### src/rtl/seq_det_pkg.sv
// rtl/seq_det_pkg.sv - shared defaults and helpers for the programmable sequence detector
package seq_det_pkg;

  localparam int              PKG_PAT_W = 5;
  localparam logic [4:0]      DEF_PAT   = 5'b10010;
  localparam int              DEF_LEN   = 5;

  // Low 'len' bits set; wide enough for any practical pattern width.
  function automatic logic [31:0] len_mask(input int len);
    if (len >= 32) return '1;
    return (32'd1 << len) - 32'd1;
  endfunction

  // A pattern length is usable only if it is 1..max_len.
  function automatic logic len_ok(input int len, input int max_len);
    return (len >= 1) && (len <= max_len);
  endfunction

endpackage

### src/rtl/seq_match_cnt.sv
// rtl/seq_match_cnt.sv - saturating match counter with clear and sticky saturation flag
module seq_match_cnt #(
  parameter int CNT_W = 8
) (
  input  logic             clk,
  input  logic             rstn,
  input  logic             clr,
  input  logic             inc,
  output logic [CNT_W-1:0] cnt,
  output logic             sat
);

  // Clear beats increment; an increment arriving at all-ones is lost and flags saturation.
  always_ff @(posedge clk or negedge rstn) begin
    if (!rstn) begin
      cnt <= '0;
      sat <= 1'b0;
    end else if (clr) begin
      cnt <= '0;
      sat <= 1'b0;
    end else if (inc) begin
      if (cnt == '1) begin
        sat <= 1'b1;
      end else begin
        cnt <= cnt + CNT_W'(1);
      end
    end
  end

endmodule

### src/rtl/seq_detect_param.sv
// rtl/seq_detect_param.sv - run-time programmable serial pattern detector with match counter
module seq_detect_param #(
  parameter int               PAT_W   = seq_det_pkg::PKG_PAT_W,
  parameter int               LEN_W   = 3,
  parameter int               CNT_W   = 8,
  parameter logic [PAT_W-1:0] DEF_PAT = seq_det_pkg::DEF_PAT,
  parameter int               DEF_LEN = seq_det_pkg::DEF_LEN
) (
  input  logic             clk,
  input  logic             rstn,
  input  logic             data_vld,
  input  logic             data,
  input  logic             pat_load,
  input  logic [PAT_W-1:0] pat_val,
  input  logic [LEN_W-1:0] pat_len,
  input  logic             overlap_en,
  input  logic             cnt_clr,
  output logic             match,
  output logic             match_q,
  output logic [CNT_W-1:0] match_cnt,
  output logic             cnt_sat,
  output logic             cfg_err
);
  import seq_det_pkg::*;

  logic [PAT_W-1:0] pat;
  logic [LEN_W-1:0] len;
  logic [PAT_W-1:0] hist;
  logic [LEN_W-1:0] fill;
  logic [PAT_W-1:0] hist_nx;
  logic [PAT_W-1:0] mask;
  logic             fill_ok;
  logic             load_ok;

  // Comparator: the incoming bit completes the pattern only once enough fresh bits are held.
  always_comb begin
    hist_nx = {hist[PAT_W-2:0], data};
    mask    = PAT_W'(len_mask(int'(len)));
    fill_ok = (int'(fill) + 1) >= int'(len);
    load_ok = len_ok(int'(pat_len), PAT_W);
    match   = data_vld && !pat_load && fill_ok && (((hist_nx ^ pat) & mask) == '0);
  end

  // Pattern, history and fill tracking; a load cycle swallows any coincident stream bit.
  always_ff @(posedge clk or negedge rstn) begin
    if (!rstn) begin
      pat     <= DEF_PAT;
      len     <= LEN_W'(DEF_LEN);
      hist    <= '0;
      fill    <= '0;
      match_q <= 1'b0;
      cfg_err <= 1'b0;
    end else begin
      match_q <= match;
      if (pat_load) begin
        if (load_ok) begin
          pat  <= pat_val;
          len  <= pat_len;
          fill <= '0;
        end else begin
          cfg_err <= 1'b1;
        end
      end else if (data_vld) begin
        hist <= hist_nx;
        if (match && !overlap_en) begin
          fill <= '0;
        end else if (int'(fill) < PAT_W) begin
          fill <= fill + LEN_W'(1);
        end
      end
    end
  end

  seq_match_cnt #(
    .CNT_W (CNT_W)
  ) u_cnt (
    .clk  (clk),
    .rstn (rstn),
    .clr  (cnt_clr),
    .inc  (match),
    .cnt  (match_cnt),
    .sat  (cnt_sat)
  );

endmodule

### config.mk
export PLATFORM = sky130hd
export DESIGN_NAME = seq_detect_param
export DESIGN_NICKNAME = d
export VERILOG_FILES = /design/src/rtl/seq_det_pkg.sv /design/src/rtl/seq_match_cnt.sv /design/src/rtl/seq_detect_param.sv
export SDC_FILE = /design/constraint.sdc
export NUM_CORES = 1
export LEC_CHECK = 0
export ABC_AREA = 1
export CORE_MARGIN = 2
export CORE_UTILIZATION = 40
export DETAILED_ROUTE_END_ITERATION = 16
export SLEW_MARGIN = 10
export SYNTH_ARGS = -nofsm -noshare
export SYNTH_HDL_FRONTEND = slang
export SYNTH_SLANG_ARGS = --single-unit
### constraint.sdc
create_clock -name clk -period 3.3 [get_ports clk]
set_input_delay 0.66 -clock clk [delete_from_list [all_inputs] [get_ports clk]]
set_output_delay 0.66 -clock clk [all_outputs]
set_load 0.01 [all_outputs]
==> Yosys cells after proc, flatten, opt, wreduce, memory -nomap -nowiden <==
Index checks and enable logic that the tools add are counted.
{ "word_totals": {"register_bits": 26, "inputBits": 15, "output_inout_bits": 12, "wordCells": 53} }
{ "classes": {"n_addsub": 4, "order_cmp": 4, "eq_ne": 3, "n_shift": 1, "mux": 11, "n_bitwise": 4, "reduce_logical": 18} }
{ "ops": {"columns": ["operator", "n"], "rows": [
  ["2-to-1 mux 8 bit", 3],
  ["2-to-1 mux 3 bit", 5],
  ["AND reduction 2 bit", 5],
  ["adder 8 x 1 -> 8 bit, second input constant", 1],
  ["== test 8 bit, second input constant", 1],
  ["nonzero test 2 bit", 3],
  ["bitwise AND 5 bit", 1],
  ["logical AND 1 bit", 5],
  ["zero test 5 bit", 1],
  ["<< shifter 1 x 3 -> 5 bit, first input constant", 1],
  ["subtractor 5 x 1 -> 5 bit, second input constant", 1],
  ["XOR 5 bit", 1],
  ["adder 3 x 1 -> 4 bit, second input constant", 1],
  [">= comparator 4 x 3 -> 1 bit", 1],
  ["adder 3 x 1 -> 3 bit, second input constant", 1],
  [">= comparator 3 x 1 -> 1 bit, second input constant", 1],
  ["<= comparator 3 bit, second input constant", 1],
  ["less-than comparator 3 bit, second input constant", 1],
  ["2-to-1 mux 1 bit", 3],
  ["AND reduction 3 bit", 1],
  ["nonzero test 3 bit", 1],
  ["zero test 1 bit", 2],
  ["!= test 2 x 1 -> 1 bit, second input constant", 1],
  ["!= test 2 bit, second input constant", 1],
  ["NOT 1 bit", 2]
]} }

==> Longest topological paths before layout <==
{ "depth": {"depth_word": 9, "depth_mapped": 13, "depth_no_buf": 13} }

==> Modules after synthesis <==
From an unflattened synthesis, not the netlist that was laid out.
{ "hier_totals": {"cells_unflattened": 201, "area_unflattened_um2": 1550.2} }
{ "modules_own_cells": {"columns": ["mod", "n_inst", "cells_per_inst", "area_per_inst_um2", "seq_area_each_um2"], "rows": [
  ["seq_detect_param", 1, 132, 1026.0, 430.4],
  ["seq_match_cnt", 1, 69, 524.3, 225.2]
]} }

==> Worst setup path before layout <==
OpenSTA, ideal clock, no wires.
{ "synth_path": {"path_kind": "register to output", "start": "register fill[0]", "end": "output port match", "arrival_time_ns": 1.449, "required_ns": 2.640, "setup_slack_ns": 1.191, "stages_incl_launch_ff": 9, "cell_sequence": "dfrtp_1 ha_1 xnor2_1 inv_1 ha_1 nand2_1 nand2_1 nand3_4 inv_2"} }
{ "synth_via": {"elab_chain_cells": 4} }
{ "synth_rtl": {"columns": ["element", "line", "text"], "rows": [
  ["from (decl)", "seq_detect_param.sv:29", "logic [LEN_W-1:0] fill;"],
  ["from (signal assigned)", "seq_detect_param.sv:68", "fill <= fill + LEN_W'(1);"],
  ["adder 3 x 1 -> 4 bit", "seq_detect_param.sv:39", "fill_ok = (int'(fill) + 1) >= int'(len);"],
  [">= comparator 4 x 3 -> 1 bit", "seq_detect_param.sv:39", null],
  ["logical AND 1 bit (2 in series)", "seq_detect_param.sv:41", "match = data_vld && !pat_load && fill_ok && (((hist_nx ^ pat) & mask) == '0);"],
  ["to (decl)", "seq_detect_param.sv:18", "output logic match,"]
]} }
Every way passes these cells.

==> Final worst setup path <==
Ends and elaborated chain as after synthesis.

==> flow_metrics.py <==
metrics = {
    "global_route": {
        "antenna_found_initial": 0,
        "grt_usage_pct": 15.7,
        "grt_first_pass_wirelength_um": 5150,
        "grt_max_degree": 27,
        "grt.overflow.total": 0,
        "grt_pass1_vias": 1246,
    },
    "min_path": {
        "min_to": "cfg_err$_DFFE_PN0P_",
        "holdPathStages": 1,
        "hold_path.class": "reg -> reg",
        "hold_start": "cfg_err$_DFFE_PN0P_",
    },
    "worst_setup_path": {
        "reg2reg_to": "u_cnt.cnt[6]$_DFFE_PN0P_",
        "arrival_ns": 2.38,
        "end_kind": "primary output",
        "reg2reg_slack_ns": 1.28,
        "path_depth": 9,
        "critPathRequiredTime_ns": 2.64,
        "cpMaxStageDelayCell": "clkdlybuf4s50_1",
        "cp_num_buf_inv": 3,
        "crit_fanout": 6,
        "crit_chain": "ha_1, xnor2_1, inv_1, ha_1, nand2_1, nand2_1, nand3_4, inv_2, clkdlybuf4s50_1",
        "reg2reg_from": "fill[0]$_DFFE_PN0P_",
        "path_delay_family": "buffers and inverters",
        "startpoint_type": "register",
        "path_class": "reg -> out",
        "worstRegToRegCells": 10,
        "max_stage_delay_ns": 0.53,
    },
    "clock_tree": {
        "clk_latency_ns": 0.26,
        "cts_tree": "built",
        "path_clk_slew_ns": 0.09,
        "clockBufferDepth": 2,
        "htreeDepth": 1,
        "cts_resized": 0,
        "post_cts_buffers": 0,
        "cts_root_buffer": "clkbuf_8",
        "ctsHoldBuffers": 0,
        "clock-sinks": 26,
        "cts_buffers": 3,
    },
    "power": {
        "intPower_mw": 0.538,
        "power_frac_seq_pct": 50.0,
        "p_clk_share_pct": 21.9,
        "irDropWorstVdd_v": 0.000159,
        "combPwrFrac_pct": 28.1,
        "power.density_nw_per_um2": 425,
        "p_sw_share_pct": 32.2,
        "switching_power_mw": 0.255,
        "p_leak_nw": 0.929,
    },
    "floorplan": {
        "die_w_um": 65.1,
        "rows": 22,
        "die-area_um2": 4240,
        "initial_core_util_pct": 41.1,
        "dieHeight_um": 65.1,
        "ios": 27,
        "core-area_um2": 3630,
    },
    "detailed_routing": {
        "num_vias": 1295,
        "drtIter0Drc": 42,
        "drt-total-wl_um": 2950,
        "vias_per_cell": 4.73,
        "wl_per_cell_um": 10.8,
        "antenna_left": 0,
        "dr.pass1.iters": 4,
        "drc": 0,
    },
    "sta": {
        "holdWs_ns": 0.476,
        "fmax_mhz": 329,
        "tightest_slew_ns": 0.399,
        "tns_ns": 0,
        "hold_violations": 0,
        "finalCritPeriodShare_pct": 92.2,
        "skew_ns": 0.00492,
        "layout_min_cycle_time_ns": 3.04,
        "finalSetupViolCount": 0,
        "report.final.slew_viol_count": 0,
        "rsz0062_at_grt": "no",
        "max_slew_margin_pct": 73.1,
        "setup_slack_ns": 0.259,
    },
    "synthesis": {
        "yosys_warnings": 0,
        "postSynthAreaPerCell_um2": 7.62,
        "synth_adder_area_share_pct": 4.19,
        "synth-edff-count": 0,
        "synth_top_family_by_area": "simple AND/OR/NAND/NOR gates",
        "ys_seq_elements": 26,
        "synth_compound_area_share_pct": 8.04,
        "synth_nets": 216,
        "synth_cell_types": 25,
        "synth_seq_area_share_pct": 43.9,
        "synth_xor_area_share_pct": 3.52,
        "syn-cell-area_um2": 1490,
        "synth_mux_area_share_pct": 0,
        "synthFlopType": "dfrtp_1",
        "async_flop_share_pct": 100,
        "yosys.area_share.simple_pct": 32.6,
        "syn_inst": 196,
    },
    "run": {
        "maxCapViolCount": 0,
    },
    "finish": {
        "nFillCells": 381,
        "drive_above_1_share_pct": 11.1,
        "insertedDiodeCount": 0,
        "fin_nets": 248,
        "syn2layout_area_growth_pct": 25.0,
    },
    "placement": {
        "gp_congestion": 0.747,
        "hpwlAfterDp_um": 2270,
        "pre_cts_slack_ns": 0.280,
        "port_buffers": 26,
    },
    "outcome": {
        "status": "finished clean",
    },
}
through the flow:
step	utilization, %	instance area, µm²	cells	total power [mW]
detailed placement	50.2	1830	271	0.629
finish	51.4	1870	274	0.793
floorplan	-	1490	196	0.546
global route	51.4	1870	274	0.859
global placement	50.2	1830	271	0.623
CTS	51.4	1870	274	0.806
worst reg2reg max path, cell delays in order, from the launching register on:
cell and delay [ns]:
dfrtp_1 0.45, ha_1 0.24, xnor2_1 0.18, inv_1 0.07, ha_1 0.27, nand2_1 0.05, nand2_1 0.12, nand3_4 0.11
a21oi_4 0.26, nand3_1 0.12, o21ai_1 0.10
synth_stat cells, types with 3 or more instances:
master / count / area share [%]
nand2_1: 63 / 16
dfrtp_1: 22 / 37
nor2_1: 19 / 4.8
inv_1: 26 / 6.5
dfstp_2: 4 / 7.0
nand3_1: 13 / 4.4
o21ai_0: 9 / 3.0
nand2_2: 3 / 1.3
a21oi_1: 6 / 2.0
inv_2: 4 / 1.0
ha_1: 5 / 4.2
xor2_1: 4 / 2.3
cells by family (layout without fill, tap and decap cells):
logic type,Yosys count,count (layout)
adders and majority gates,5,5
and+or+nand+nor,109,109
buffers and inverters,31,61
AOI/OAI and AO/OA,19,19
DFF,26,26
xor gates and xnor gates,6,6
metal layers:
layer / vias up / wire (µm) / global-route usage [%]
li1: 669 / - / -
met1: 607 / 1390 / 20.0
met2: 17 / 1470 / 26.4
met3: 2 / 77 / 2.74
met4: 0 / 21 / 6.25
met5: - / 0 / 0
power by group through the flow:
stage	combinational [mW]	sequential, mW	clock (mW)
final	0.223	0.397	0.173
after global routing	0.260	0.403	0.195
after CTS	0.228	0.396	0.181
after detailed placement	0.227	0.402	0
after global placement	0.222	0.401	0
after floorplan	0.150	0.397	0
worst max path at each step:
stage,end,from
2_1_floorplan,match,fill[0]$_DFFE_PN0P_
3_5_place_dp,match,pat_load
5_1_grt,match,fill[0]$_DFFE_PN0P_
6_report,match,fill[0]$_DFFE_PN0P_
3_3_place_gp,match,pat_load
4_1_cts,match,fill[0]$_DFFE_PN0P_
registers in the layout (all words and copies together) (netlist names):
signal and cells:
fill 3, pat 5, u_cnt.sat 1, hist 4
cfg_err 1, u_cnt.cnt 8, match_q 1, len 3
cell type report:
type	instances	area [µm²]	share of cell area, %
clock buffer	3	41.3	2.21
timing repair buffer	28	275	14.7
inverter	30	113	6.03
multi-input combinational	139	722	38.7
tap	48	60.1	3.22
sequential	26	656	35.1
layout by cell type, fill, tap and decap left out, drive strengths merged:
master,count
nand2,66
ha,5
nand4,2
o21a,1
xor2,4
or2,1
dfstp,4
a21oi,7
inv,30
nor3,2
nor2,22
nand3,16
xnor2,2
buf,2
dfrtp,22
clkdlybuf4s50,26
clkbuf,3
o21ai,11
Power figures use the tool's default switching activity.
